[src/rtl/im_fetch_ctrl_if.sv]
// Fetch-side bundle: IM address/data, decode handshake, redirect and fault reporting.
interface im_fetch_ctrl_if;
  logic [31:0] im_addr;
  logic [31:0] im_rdata;
  logic        dec_valid;
  logic        dec_ready;
  logic [31:0] dec_instr;
  logic [31:0] dec_pc;
  logic        redirect;
  logic [31:0] redirect_pc;
  logic        fault;
  logic [31:0] fault_pc;

  modport master (
    output im_addr, dec_valid, dec_instr, dec_pc, fault, fault_pc,
    input  im_rdata, dec_ready, redirect, redirect_pc
  );

  modport slave (
    input  im_addr, dec_valid, dec_instr, dec_pc, fault, fault_pc,
    output im_rdata, dec_ready, redirect, redirect_pc
  );
endinterface

[src/rtl/im_fetch_ctrl.sv]
// Fetch sequencer: owns PC_F, buffers {pc, instr} pairs in a 2-deep ring for decode,
// flushes on redirect and traps fetches outside the IM window.
module im_fetch_ctrl #(
  parameter logic [31:0] PC_RESET = 32'h0000_3000,
  parameter logic [31:0] IM_BASE  = 32'h0000_3000,
  parameter logic [31:0] IM_LAST  = 32'h0000_6FFC
) (
  input  logic            clk,
  input  logic            reset,
  im_fetch_ctrl_if.master bus
);

  localparam int unsigned DEPTH = 2;
  localparam int unsigned CNT_W = 2;

  typedef enum logic {ST_RUN, ST_FAULT} state_e;

  state_e             state_q;
  logic [31:0]        pc_q;
  logic [CNT_W-1:0]   count_q;
  logic               head_q;
  logic               tail_q;
  logic [31:0]        buf_pc_q    [DEPTH];
  logic [31:0]        buf_instr_q [DEPTH];
  logic               fault_q;
  logic [31:0]        fault_pc_q;

  logic legal;
  logic dec_valid;
  logic pop;
  logic push;

  assign legal     = (pc_q[1:0] == 2'b00) && (pc_q >= IM_BASE) && (pc_q <= IM_LAST);
  assign dec_valid = (count_q != '0);
  assign pop       = dec_valid & bus.dec_ready;
  assign push      = (state_q == ST_RUN) & legal &
                     ((count_q < CNT_W'(DEPTH)) | pop) & ~bus.redirect;

  // Head outputs are forced to zero when empty so stale entries never leak.
  assign bus.im_addr   = pc_q;
  assign bus.dec_valid = dec_valid;
  assign bus.dec_pc    = dec_valid ? buf_pc_q[head_q]    : 32'h0;
  assign bus.dec_instr = dec_valid ? buf_instr_q[head_q] : 32'h0;
  assign bus.fault     = fault_q;
  assign bus.fault_pc  = fault_pc_q;

  always_ff @(posedge clk or posedge reset) begin
    if (reset) begin
      state_q    <= ST_RUN;
      pc_q       <= PC_RESET;
      count_q    <= '0;
      head_q     <= 1'b0;
      tail_q     <= 1'b0;
      fault_q    <= 1'b0;
      fault_pc_q <= 32'h0;
      for (int i = 0; i < int'(DEPTH); i++) begin
        buf_pc_q[i]    <= 32'h0;
        buf_instr_q[i] <= 32'h0;
      end
    end else if (bus.redirect) begin
      // Flush: any head offered this cycle is killed rather than consumed.
      state_q <= ST_RUN;
      pc_q    <= bus.redirect_pc;
      count_q <= '0;
      head_q  <= 1'b0;
      tail_q  <= 1'b0;
      fault_q <= 1'b0;
    end else begin
      if (state_q == ST_RUN && !legal) begin
        state_q    <= ST_FAULT;
        fault_q    <= 1'b1;
        fault_pc_q <= pc_q;
      end
      if (push) begin
        buf_pc_q[tail_q]    <= pc_q;
        buf_instr_q[tail_q] <= bus.im_rdata;
        tail_q              <= ~tail_q;
        pc_q                <= pc_q + 32'd4;
      end
      if (pop) begin
        head_q <= ~head_q;
      end
      count_q <= count_q + CNT_W'(push) - CNT_W'(pop);
    end
  end

endmodule
[src/flat_wrapper.sv]
// flat-port wrapper written by rule: the top's interface ports become plain ports
module im_fetch_ctrl_flat 
#(
  parameter logic [31:0] PC_RESET = 32'h0000_3000,
  parameter logic [31:0] IM_BASE  = 32'h0000_3000,
  parameter logic [31:0] IM_LAST  = 32'h0000_6FFC
)
  (clk, reset, bus_im_addr, bus_dec_valid, bus_dec_instr, bus_dec_pc, bus_fault, bus_fault_pc, bus_im_rdata, bus_dec_ready, bus_redirect, bus_redirect_pc);
  im_fetch_ctrl_if bus_i ();
  input  logic clk;
  input  logic reset;
  output wire logic [$bits(bus_i.im_addr)-1:0] bus_im_addr;
  output wire logic [$bits(bus_i.dec_valid)-1:0] bus_dec_valid;
  output wire logic [$bits(bus_i.dec_instr)-1:0] bus_dec_instr;
  output wire logic [$bits(bus_i.dec_pc)-1:0] bus_dec_pc;
  output wire logic [$bits(bus_i.fault)-1:0] bus_fault;
  output wire logic [$bits(bus_i.fault_pc)-1:0] bus_fault_pc;
  input wire logic [$bits(bus_i.im_rdata)-1:0] bus_im_rdata;
  input wire logic [$bits(bus_i.dec_ready)-1:0] bus_dec_ready;
  input wire logic [$bits(bus_i.redirect)-1:0] bus_redirect;
  input wire logic [$bits(bus_i.redirect_pc)-1:0] bus_redirect_pc;
  assign bus_im_addr = bus_i.im_addr;
  assign bus_dec_valid = bus_i.dec_valid;
  assign bus_dec_instr = bus_i.dec_instr;
  assign bus_dec_pc = bus_i.dec_pc;
  assign bus_fault = bus_i.fault;
  assign bus_fault_pc = bus_i.fault_pc;
  assign bus_i.im_rdata = bus_im_rdata;
  assign bus_i.dec_ready = bus_dec_ready;
  assign bus_i.redirect = bus_redirect;
  assign bus_i.redirect_pc = bus_redirect_pc;
  im_fetch_ctrl #(.PC_RESET(PC_RESET), .IM_BASE(IM_BASE), .IM_LAST(IM_LAST)) u_core (.clk(clk), .reset(reset), .bus(bus_i));
endmodule
[config.mk]
export PLATFORM = sky130hd
export DESIGN_NAME = im_fetch_ctrl_flat
export DESIGN_NICKNAME = d
export VERILOG_FILES = /design/src/rtl/im_fetch_ctrl_if.sv /design/src/rtl/im_fetch_ctrl.sv /design/src/flat_wrapper.sv
export SDC_FILE = /design/constraint.sdc
export NUM_CORES = 1
export LEC_CHECK = 0
export CAP_MARGIN = 10
export CELL_PAD_IN_SITES_DETAIL_PLACEMENT = 1
export CELL_PAD_IN_SITES_GLOBAL_PLACEMENT = 1
export CORE_ASPECT_RATIO = 1.5
export CORE_MARGIN = 1
export CORE_UTILIZATION = 36
export CTS_CLUSTER_DIAMETER = 60
export DETAILED_ROUTE_END_ITERATION = 7
export PLACE_DENSITY_LB_ADDON = 0.2
export SLEW_MARGIN = 40
export SYNTH_ARGS = -nofsm -noshare
export SYNTH_HDL_FRONTEND = slang
export SYNTH_SLANG_ARGS = --single-unit
[constraint.sdc]
create_clock -name clk -period 5.9 [get_ports clk]
set_input_delay 0.59 -clock clk [delete_from_list [all_inputs] [get_ports clk]]
set_output_delay 0.59 -clock clk [all_outputs]
set_load 0.1 [all_outputs]
==> results of run 1 <==
## layer usage
metal | up-vias | wire (um)
met5 | - | 0
met4 | 0 | 345
met3 | 27 | 1091
met2 | 160 | 11230
met1 | 2936 | 8661
li1 | 2631 | -
## stage by stage
step	power [uW]	instance area [um^2]	instances
global placement	2443	10830	1135
floorplan	2188	8610	653
global route	3700	10830	1169
CTS	3613	10810	1168
detailed placement	2397	10200	1136
finish	3557	10830	1169
## cells in the mapped netlist (all sizes together), types with 2 or more instances
library cell / n / area share
a211o: 2 / 0.0020
a21oi: 5 / 0.0029
and2: 22 / 0.016
and3: 4 / 0.0029
and4: 2 / 0.0020
buf: 25 / 0.021
clkbuf: 15 / 0.0065
dfrtp: 195 / 0.57
dfstp: 2 / 0.0061
ha: 4 / 0.0058
inv: 8 / 0.0035
mux2: 143 / 0.19
mux2i: 65 / 0.076
nand2: 11 / 0.0048
nand3: 5 / 0.0029
nand4: 4 / 0.0029
nor2: 74 / 0.032
nor2b: 20 / 0.015
nor3: 4 / 0.0036
nor4: 9 / 0.0073
o2111ai: 2 / 0.0028
o21ai: 6 / 0.0035
or3: 4 / 0.0035
xnor2: 6 / 0.0061
xor2: 4 / 0.0041
## state kept, by name (all words and copies together) (netlist names)
register and cells:
u_core.bus.fault_pc 32, u_core.bus.im_addr 32, u_core.count_q 2, u_core.head_q 1, u_core.buf_pc_q 64, u_core.tail_q 1
u_core.bus.fault 1, u_core.buf_instr_q 64
## power groups by stage
stage	registers [uW]	clock network, uW	logic, uW
after global routing	1500	1290	910
after global placement	1530	0	912
final	1490	1200	872
after detailed placement	1540	0	862
after CTS	1510	1240	863
after floorplan	1960	0	231
## final timing paths
kind | startpoint | end | depth (start not counted)
setup / recovery | u_core.count_q[1]$_DFF_PP0_ | bus_dec_pc[11] | 4
hold / removal | u_core.buf_pc_q[23]$_DFFE_PP0P_ | u_core.buf_pc_q[23]$_DFFE_PP0P_ | 1
setup reg to reg | u_core.bus.im_addr[22]$_DFFE_PP0P_ | u_core.buf_instr_q[55]$_DFFE_PP0P_ | 6
hold reg to reg | u_core.buf_pc_q[23]$_DFFE_PP0P_ | u_core.buf_pc_q[23]$_DFFE_PP0P_ | 1
max in group asynchronous | reset | u_core.buf_pc_q[50]$_DFFE_PP0P_ | 4
min in group asynchronous | reset | u_core.buf_instr_q[3]$_DFFE_PP0P_ | 2
## cell usage in the layout, fill, tap and decap left out, types with 4 or more instances in the layout
| master | Yosys | routed |
|---|---|---|
| a21oi_1 | 5 | 5 |
| and2_1 | 22 | 22 |
| and3_1 | 4 | 4 |
| buf_2 | 5 | 131 |
| buf_4 | 0 | 9 |
| clkbuf_16 | 0 | 17 |
| clkdlybuf4s50_1 | 0 | 66 |
| dfrtp_1 | 195 | 194 |
| ha_1 | 4 | 4 |
| inv_1 | 8 | 7 |
| inv_6 | 0 | 5 |
| mux2_2 | 135 | 135 |
| mux2_4 | 5 | 5 |
| mux2i_1 | 65 | 65 |
| nand2_1 | 11 | 11 |
| nand3_1 | 5 | 5 |
| nand4_1 | 4 | 4 |
| nor2_1 | 74 | 73 |
| nor2b_1 | 20 | 20 |
| nor4_1 | 8 | 8 |
| o21ai_0 | 6 | 6 |
| xnor2_1 | 6 | 6 |
| xor2_1 | 4 | 4 |
## logic make-up (layout without fill, tap and decap cells)
kind of cell    count (synthesis)  in the layout  synth area share
flops                         197            197            0.5731
fa+ha+maj                       4              4          0.005816
simple gates                  164            164           0.09756
compound gates                 21             21           0.01672
mux                           208            208            0.2649
buf+inv                        49            250           0.03169
xor+xnor                       10             10           0.01018
## critical path, stage by stage (launching register included)
cell and delay (ns):
dfrtp_1 0.44, nor2_4 0.43, buf_4 0.51, nor2_1 0.15
buf_2 0.32
## area by class of cell
cell class / instances / area (um^2) / area share
multi-input combinational: 407 / 3408 / 0.3147
inverter: 9 / 37.54 / 0.003465
clock buffer: 19 / 452.9 / 0.04182
clock inverter: 13 / 158.9 / 0.01467
sequential: 197 / 4936 / 0.4557
tap: 315 / 394.1 / 0.03639
timing repair buffer: 209 / 1444 / 0.1333
==> flow_metrics.env, run 1 <==
export IMPL_status="completed"
export IMPL_mappedNetlistArea_um2=8606
export IMPL_maxCapViolCount=0
export IMPL_cts_root_buf="clkbuf_16"
export IMPL_max_clock_path_buffers=2
export IMPL_final_util=0.4663
export IMPL_whs_ns=0.4875
export IMPL_antennaDiodeCount=0
export IMPL_layout_worst_path_cycle_share=0.4918
export IMPL_core_um2=23230
export IMPL_path_max_fanout=45
export IMPL_worst_clock_skew_ns=0.008678
export IMPL_p_clk_frac=0.336
export IMPL_drc=0
export IMPL_gr_usage_all_layers=0.1855
export IMPL_rsz0062_at_grt="no"
export IMPL_fmax_ghz=0.3446
export IMPL_htreeDepth=4
export IMPL_power_frac_seq=0.418
export IMPL_syn_inst=653
export IMPL_p_per_area_nw_per_um2=328.4
export IMPL_met1_usage=0.2146
export IMPL_cp_required_ns=5.31
export IMPL_p_sw_frac=0.3626
export IMPL_setup_viol=0
export IMPL_tightest_slew_ns=0.8210
export IMPL_dpl_worst_slack_ns=2.908
export IMPL_worstSetupPathType="reg -> out"
export IMPL_wire_per_inst_um=18.25
export IMPL_cts_buffers=17
export IMPL_drt_vias_per_instance=4.922
export IMPL_synth_cell_type_count=45
export IMPL_finalMaxSlewViolations=0
export IMPL_grt_max_degree=96
export IMPL_row_count=68
export IMPL_insertion_delay_ns=0.43
export IMPL_post_route_cells_drive_above_1_share=0.3794
export IMPL_ff2ff_setup_slack_ns=3.07
export IMPL_first_global_vias=6568
export IMPL_syn_num_nets=725
export IMPL_p_sw_uw=1290
export IMPL_synth_enable_flop_cells=0
export IMPL_power_frac_comb=0.245
export IMPL_wl_um=21330
export IMPL_vdd_drop_max_v=0.0002414
export IMPL_met3_usage=0.04674
export IMPL_post_route_min_period_ns=2.902
export IMPL_cp_end_kind="primary output"
export IMPL_io_pins=198
export IMPL_tns_ns=0
export IMPL_final_nets=913
export IMPL_grt_use_met2=0.3279
export IMPL_cp_start_kind="flop"
export IMPL_hold_viol_final=0
export IMPL_relSlewSlack=0.4476
export IMPL_via_count=5754
export IMPL_cts_resized=0
export IMPL_start_util=0.3705
export IMPL_p_leak_uw=0.005112
export IMPL_drt_iter0_markers=155
export IMPL_holdBufCountCts=0
export IMPL_setup_ws_ns=2.998
export IMPL_overflow=0
export IMPL_port_buffers=197
export IMPL_synth_seq_cells=197
export IMPL_hold_path_class="reg -> reg"
export IMPL_antenna_found_initial=0
export IMPL_grt_pass1_wl_um=34850
export IMPL_die_area_um2=24540
export IMPL_clk_pin_slew_ns=0.07
export IMPL_drtPass1Iterations=4
export IMPL_synth_area_per_cell_um2=13.18
export IMPL_ys_seq_area_frac=0.5731
export IMPL_top_usage_layer="met2"
export IMPL_tritoncts="yes"
export IMPL_fillCellCount=2461
export IMPL_area_growth_synth_to_final_pct=25.86
export IMPL_gp_congestion=0.8250
export IMPL_critPathArrivalTime_ns=2.31
export IMPL_synthArstFlopShare=1.000
export IMPL_cts_setup_buffers=0
export IMPL_yosysWarningCount=0
export IMPL_cts_sinks=197
export IMPL_ant_nets=0
export IMPL_fp_dieW_um=128.2
export IMPL_p_int_uw=2267
export IMPL_dp_hpwl_um=14670
export IMPL_die_y_um=191.4
export IMPL_synthFlopType="dfrtp_1"
Note: power is estimated with default switching activity, not from simulation.
==> run 2, diff against run 1 <==
- CORE_UTILIZATION: 36 -> 40
- clock period: 5.9 -> 2.8 ns (I/O delays scaled with it)
==> run 2 against run 1 <==
Against the previous run: largest power group unchanged; count of clock-buffer cells in the layout shrank 2; via count grew 0.31%; critical path type is now reg -> reg; worst hold slack worse by 0.33 ns; first-iteration DRC count rose by 6.5%; sequential share of layout area is 1.8 points lower.
==> flow_metrics.env, run 2 (synthesis gave the netlist of run 1 again) <==
export IMPL_status="completed"
export IMPL_port_buffers=197
export IMPL_finalMaxSlewViolations=0
export IMPL_layout_cells_non_filler=1124
export IMPL_wire_per_inst_um=18.67
export IMPL_holdBufCountCts=0
export IMPL_grt_pass1_wl_um=34130
export IMPL_p_per_area_nw_per_um2=677.2
export IMPL_max_clock_path_buffers=2
export IMPL_cp_required_ns=3.12
export IMPL_dpl_worst_slack_ns=0.1786
export IMPL_relSlewSlack=0.6739
export IMPL_io_pins=198
export IMPL_cts_buffers=17
export IMPL_cp_end_kind="flop"
export IMPL_final_nets=915
export IMPL_grt_max_degree=91
export IMPL_drtPass1Iterations=4
export IMPL_cts_setup_buffers=0
export IMPL_row_count=65
export IMPL_post_route_cells_drive_above_1_share=0.4381
export IMPL_fmax_ghz=0.3862
export IMPL_worst_clock_skew_ns=0.01105
export IMPL_post_route_min_period_ns=2.590
export IMPL_die_y_um=181.6
export IMPL_worstSetupPathType="reg -> reg"
export IMPL_setup_ws_ns=0.2105
export IMPL_total_power_uw=7635
export IMPL_first_global_vias=6533
export IMPL_clk_pin_slew_ns=0.07
export IMPL_core_um2=21060
export IMPL_dp_hpwl_um=14310
export IMPL_tritoncts="yes"
export IMPL_insertion_delay_ns=0.44
export IMPL_slowest_delay_ns=0.52
export IMPL_maxCapViolCount=0
export IMPL_gr_usage_all_layers=0.2006
export IMPL_cts_sinks=197
export IMPL_final_common_cell="dfrtp_1"
export IMPL_final_util=0.5353
export IMPL_vdd_drop_max_v=0.0005070
export IMPL_tightest_slew_ns=0.4891
export IMPL_top_regs="u_core.buf_instr_q: 64 flops, u_core.buf_pc_q: 64 flops"
export IMPL_layout_common_cells="dfrtp_1, buf_4, mux2_2"
export IMPL_cts_root_buf="clkbuf_16"
export IMPL_cp_cell_sequence="nor4_2 > o2111ai_2 > or3_4 > nor3_4 > buf_12 > mux2_2"
export IMPL_die_area_um2=22120
export IMPL_wl_um=20990
export IMPL_start_util=0.4086
export IMPL_ant_nets=0
export IMPL_fp_dieW_um=121.8
export IMPL_drt_iter0_markers=165
export IMPL_critPathArrivalTime_ns=2.91
export IMPL_setup_viol=0
export IMPL_layout_worst_path_cycle_share=0.9248
export IMPL_area_growth_synth_to_final_pct=31.01
export IMPL_cts_resized=0
export IMPL_path_max_fanout=64
export IMPL_drc=0
export IMPL_htreeDepth=4
export IMPL_numPlacedInstances=1092
export IMPL_antennaDiodeCount=0
export IMPL_hold_path_class="in -> async"
export IMPL_via_count=5772
export IMPL_antenna_found_initial=0
export IMPL_p_leak_uw=0.005183
export IMPL_drt_vias_per_instance=5.135
export IMPL_overflow=0
export IMPL_crit_path_top_delay_cell="or3_4"
export IMPL_fillCellCount=2145
export IMPL_cp_start_kind="flop"
export IMPL_rsz0062_at_grt="no"
export IMPL_gp_congestion=0.7459
export IMPL_hold_viol_final=0
-- run 2: metal layers --
metal	wire length [um]	global-route usage	share of wire
met1	8104	0.2210	0.39
met2	11490	0.3663	0.55
met3	1188	0.05528	0.057
met4	200	0.06123	0.0095
met5	0	0	0
-- run 2: worst paths after layout --
path | startpoint | endpoint | slack, ns | cells past startpoint
max | u_core.bus.im_addr[18]$_DFFE_PP0P_ | u_core.buf_instr_q[59]$_DFFE_PP0P_ | 0.21 | 6
min | reset | u_core.buf_pc_q[7]$_DFFE_PP0P_ | 0.16 | 2
max reg2reg | u_core.bus.im_addr[18]$_DFFE_PP0P_ | u_core.buf_instr_q[59]$_DFFE_PP0P_ | 0.21 | 6
min reg2reg | u_core.buf_pc_q[21]$_DFFE_PP0P_ | u_core.buf_pc_q[21]$_DFFE_PP0P_ | 0.49 | 1
max in group asynchronous | reset | u_core.head_q$_DFFE_PP0P_ | 1.88 | 3
min in group clk | bus_redirect | u_core.head_q$_DFFE_PP0P_ | 0.22 | 2
-- run 2: through the flow --
step | hold WS (ns) | TNS [ns] | cell area (um^2)
2_1_floorplan | 0.3994 | -10.37 | 8732
6_report | 0.1618 | 0 | 11270
4_1_cts | 0.1521 | 0 | 11270
3_5_place_dp | 0.4754 | 0 | 10670
3_3_place_gp | 0.4673 | 0 | 10670
5_1_grt | 0.1660 | 0 | 11270
-- run 2: power by group --
part / internal (uW) / total (uW) / leakage [uW] / switching, uW
registers: 2990 / 3160 / 0.00261 / 167
logic: 494 / 1980 / 0.00228 / 1480
clock network: 1410 / 2500 / 0.000298 / 1090
total: 4900 / 7640 / 0.00518 / 2740
-- run 2: area by class of cell --
| class | count | area (um^2) | area share |
|---|---|---|---|
| sequential | 197 | 4936 | 0.4378 |
| multi-input combinational | 407 | 3531 | 0.3132 |
| timing repair buffer | 211 | 1834 | 0.1627 |
| clock buffer | 17 | 425.4 | 0.03773 |
| tap | 268 | 335.3 | 0.02974 |
| clock inverter | 15 | 175.2 | 0.01554 |
| inverter | 9 | 37.54 | 0.003329 |
-- run 2: critical path, delay by kind of cell (launching register included) --
| kind | cells | cell delay [ns] |
|---|---|---|
| buffers and inverters | 1 | 0.35 |
| AND/OR/NAND/NOR | 3 | 1.08 |
| flip-flops | 1 | 0.41 |
| AO/OA/AOI/OAI | 1 | 0.21 |
| multiplexers | 1 | 0.38 |
==> run 3, diff against run 2 <==
- CORE_UTILIZATION: 40 -> 36
- clock period: 2.8 -> 2.1 ns (I/O delays scaled with it)
==> run 3 against run 2 <==
Against the previous run: critical endpoint is now u_core.buf_instr_q[57]$_DFFE_PP0P_; count of clock-buffer cells in the layout grew 2; final area grew 21%; largest power group unchanged; sequential power grew 32%; combinational power grew 52%; the run now ends with setup timing left.
==> flow_metrics.env, run 3 (synthesis gave the netlist of run 1 again) <==
export IMPL_via_count=6383
export IMPL_cts_sinks=197
export IMPL_antenna_found_initial=0
export IMPL_drc=0
export IMPL_insertion_delay_ns=0.44
export IMPL_final_util=0.5897
export IMPL_critPathBufInv=4
export IMPL_r2r_cells=9
export IMPL_grt_pass1_wl_um=38940
export IMPL_setup_ws_ns=-0.3393
export IMPL_htreeDepth=4
export IMPL_p_leak_uw=0.006309
export IMPL_drt_vias_per_instance=5.050
export IMPL_multi_input_area_um2=3924
export IMPL_first_global_vias=7026
export IMPL_area_growth_synth_to_final_pct=59.17
export IMPL_whs_ns=0.1038
export IMPL_clk_pin_slew_ns=0.07
export IMPL_finalMaxSlewViolations=0
export IMPL_ant_nets=0
export IMPL_cts_root_buf="clkbuf_16"
export IMPL_tritoncts="yes"
export IMPL_p_sw_uw=3756
export IMPL_status="finished, violations left"
export IMPL_layout_worst_path_cycle_share=1.162
export IMPL_p_sw_frac=0.3551
export IMPL_cp_required_ns=2.42
export IMPL_hold_path_class="in -> async"
export IMPL_crit_family="simple AND/OR/NAND/NOR gates"
export IMPL_die_area_um2=24540
export IMPL_grt_max_degree=83
export IMPL_layout_common_cells="dfrtp_1, buf_4, buf_12"
export IMPL_tns_ns=-41.15
export IMPL_violations="setup timing"
export IMPL_p_clk_frac=0.322
export IMPL_fmax_ghz=0.4100
export IMPL_drt_iter0_markers=235
export IMPL_relSlewSlack=0.5923
export IMPL_worstSetupPathType="reg -> reg"
export IMPL_slowest_delay_ns=0.44
export IMPL_drtPass1Iterations=4
export IMPL_row_count=68
export IMPL_power_frac_comb=0.285
export IMPL_post_route_cells_drive_above_1_share=0.4932
export IMPL_wire_per_inst_um=22.08
export IMPL_max_clock_path_buffers=2
export IMPL_core_um2=23230
export IMPL_critPathArrivalTime_ns=2.76
export IMPL_power_frac_seq=0.393
export IMPL_path_max_fanout=5
export IMPL_tightest_slew_ns=0.6115
export IMPL_ff2ff_setup_slack_ns=-0.34
export IMPL_port_buffers=197
export IMPL_cp_end_kind="flop"
export IMPL_endpoint="u_core.buf_instr_q[57]$_DFFE_PP0P_"
export IMPL_gp_congestion=0.8230
export IMPL_p_per_area_nw_per_um2=772.1
export IMPL_maxCapViolCount=0
export IMPL_antennaDiodeCount=0
export IMPL_total_power_uw=10580
export IMPL_top_regs="u_core.buf_instr_q: 64 flops, u_core.buf_pc_q: 64 flops"
export IMPL_startpoint="u_core.bus.im_addr[16]$_DFFE_PP0P_"
export IMPL_io_pins=198
export IMPL_post_route_min_period_ns=2.439
export IMPL_die_y_um=191.4
export IMPL_wl_um=27900
export IMPL_fp_dieW_um=128.2
export IMPL_cp_cell_sequence="nor4_2 > buf_4 > nand2_4 > or3_4 > nor3_4 > buf_6 > buf_12 > clkbuf_16 > mux2_4"
export IMPL_ff_latch_area_um2=4936
export IMPL_rsz0062_at_grt="yes"
export IMPL_overflow=0
export IMPL_gr_usage_all_layers=0.2084
export IMPL_regToRegStartpoint="u_core.bus.im_addr[16]$_DFFE_PP0P_"
export IMPL_cp_num_cells=9
export IMPL_fillCellCount=2206
export IMPL_final_common_cell="dfrtp_1"
export IMPL_crit_path_top_delay_cell="or3_4"
export IMPL_vdd_drop_max_v=0.0008083
export IMPL_setup_viol=174
export IMPL_hold_viol_final=0
export IMPL_cp_start_kind="flop"
export IMPL_start_util=0.3705
export IMPL_worst_clock_skew_ns=0.01345
export IMPL_p_int_uw=6820
export IMPL_r2r_end="u_core.buf_instr_q[57]$_DFFE_PP0P_"
export IMPL_cts_buffers=17
export IMPL_final_nets=1010
export IMPL_dp_hpwl_um=15490
run 3: changes by cell type in the layout (fill, tap and decap cells not counted), moves of 7 or more:
| cell | previous run | this run |
|---|---|---|
| buf_12 | 7 | 79 |
| nor2_1 | 24 | 71 |
| nor2_2 | 49 | 1 |
| nor4_1 | 8 | 1 |
| buf_6 | 0 | 16 |
| mux2_2 | 135 | 73 |
| mux2_4 | 5 | 69 |
| clkbuf_16 | 17 | 25 |
| buf_4 | 137 | 126 |
| and2_1 | 22 | 3 |
| and2_4 | 0 | 19 |
run 3: worst min path at each step:
stage                               startpoint                                 end  cells past startpoint
6_report                                 reset  u_core.buf_instr_q[63]$_DFFE_PP0P_                      2
5_1_grt                                  reset  u_core.buf_instr_q[63]$_DFFE_PP0P_                      2
4_1_cts                                  reset  u_core.buf_instr_q[63]$_DFFE_PP0P_                      2
3_5_place_dp   u_core.buf_pc_q[30]$_DFFE_PP0P_     u_core.buf_pc_q[30]$_DFFE_PP0P_                      1
3_3_place_gp   u_core.buf_pc_q[23]$_DFFE_PP0P_     u_core.buf_pc_q[23]$_DFFE_PP0P_                      1
2_1_floorplan               bus_redirect_pc[8]   u_core.bus.im_addr[8]$_DFFE_PP0P_                      2
run 3: area by class of cell:
| type | count | area share |
|---|---|---|
| clock inverter | 11 | 0.01096 |
| clock buffer | 19 | 0.03307 |
| tap | 315 | 0.02877 |
| multi-input combinational | 407 | 0.2864 |
| sequential | 197 | 0.3603 |
| inverter | 9 | 0.002740 |
| timing repair buffer | 306 | 0.2777 |
run 3: what timing repair did:
action                                  4_1_cts  5_1_grt
hold buffers                                  0        0
endpoints found under the setup margin      213      173
resized for setup                            39      134
buffers inserted                             14       23
pin swaps                                    12       39
cloned                                        5       11
run 3: stage by stage:
| step | setup WS, ns | std cells | cell area [um^2] |
|---|---|---|---|
| 2_1_floorplan | -0.8354 | 653 | 8610 |
| 3_3_place_gp | -0.3263 | 1184 | 11770 |
| 3_5_place_dp | -0.3523 | 1184 | 11770 |
| 4_1_cts | -0.2978 | 1233 | 12800 |
| 5_1_grt | -0.4182 | 1264 | 13700 |
| 6_report | -0.3393 | 1264 | 13700 |
run 3: routing by layer:
metal	up-vias	GRT usage	wire, um
met1	3315	0.2416	10770
met2	197	0.3672	15230
met3	43	0.05402	1265
li1	2828	-	-
met5	-	0	0
met4	0	0.07511	636
run 3: power groups by stage:
stage          combinational (uW)  clock [uW]  sequential [uW]
4_1_cts                      2900        3460             4140
2_1_floorplan                 648           0             5500
6_report                     3010        3410             4160
3_3_place_gp                 2770           0             4210
5_1_grt                      3120        3620             4180
3_5_place_dp                 2800           0             4230
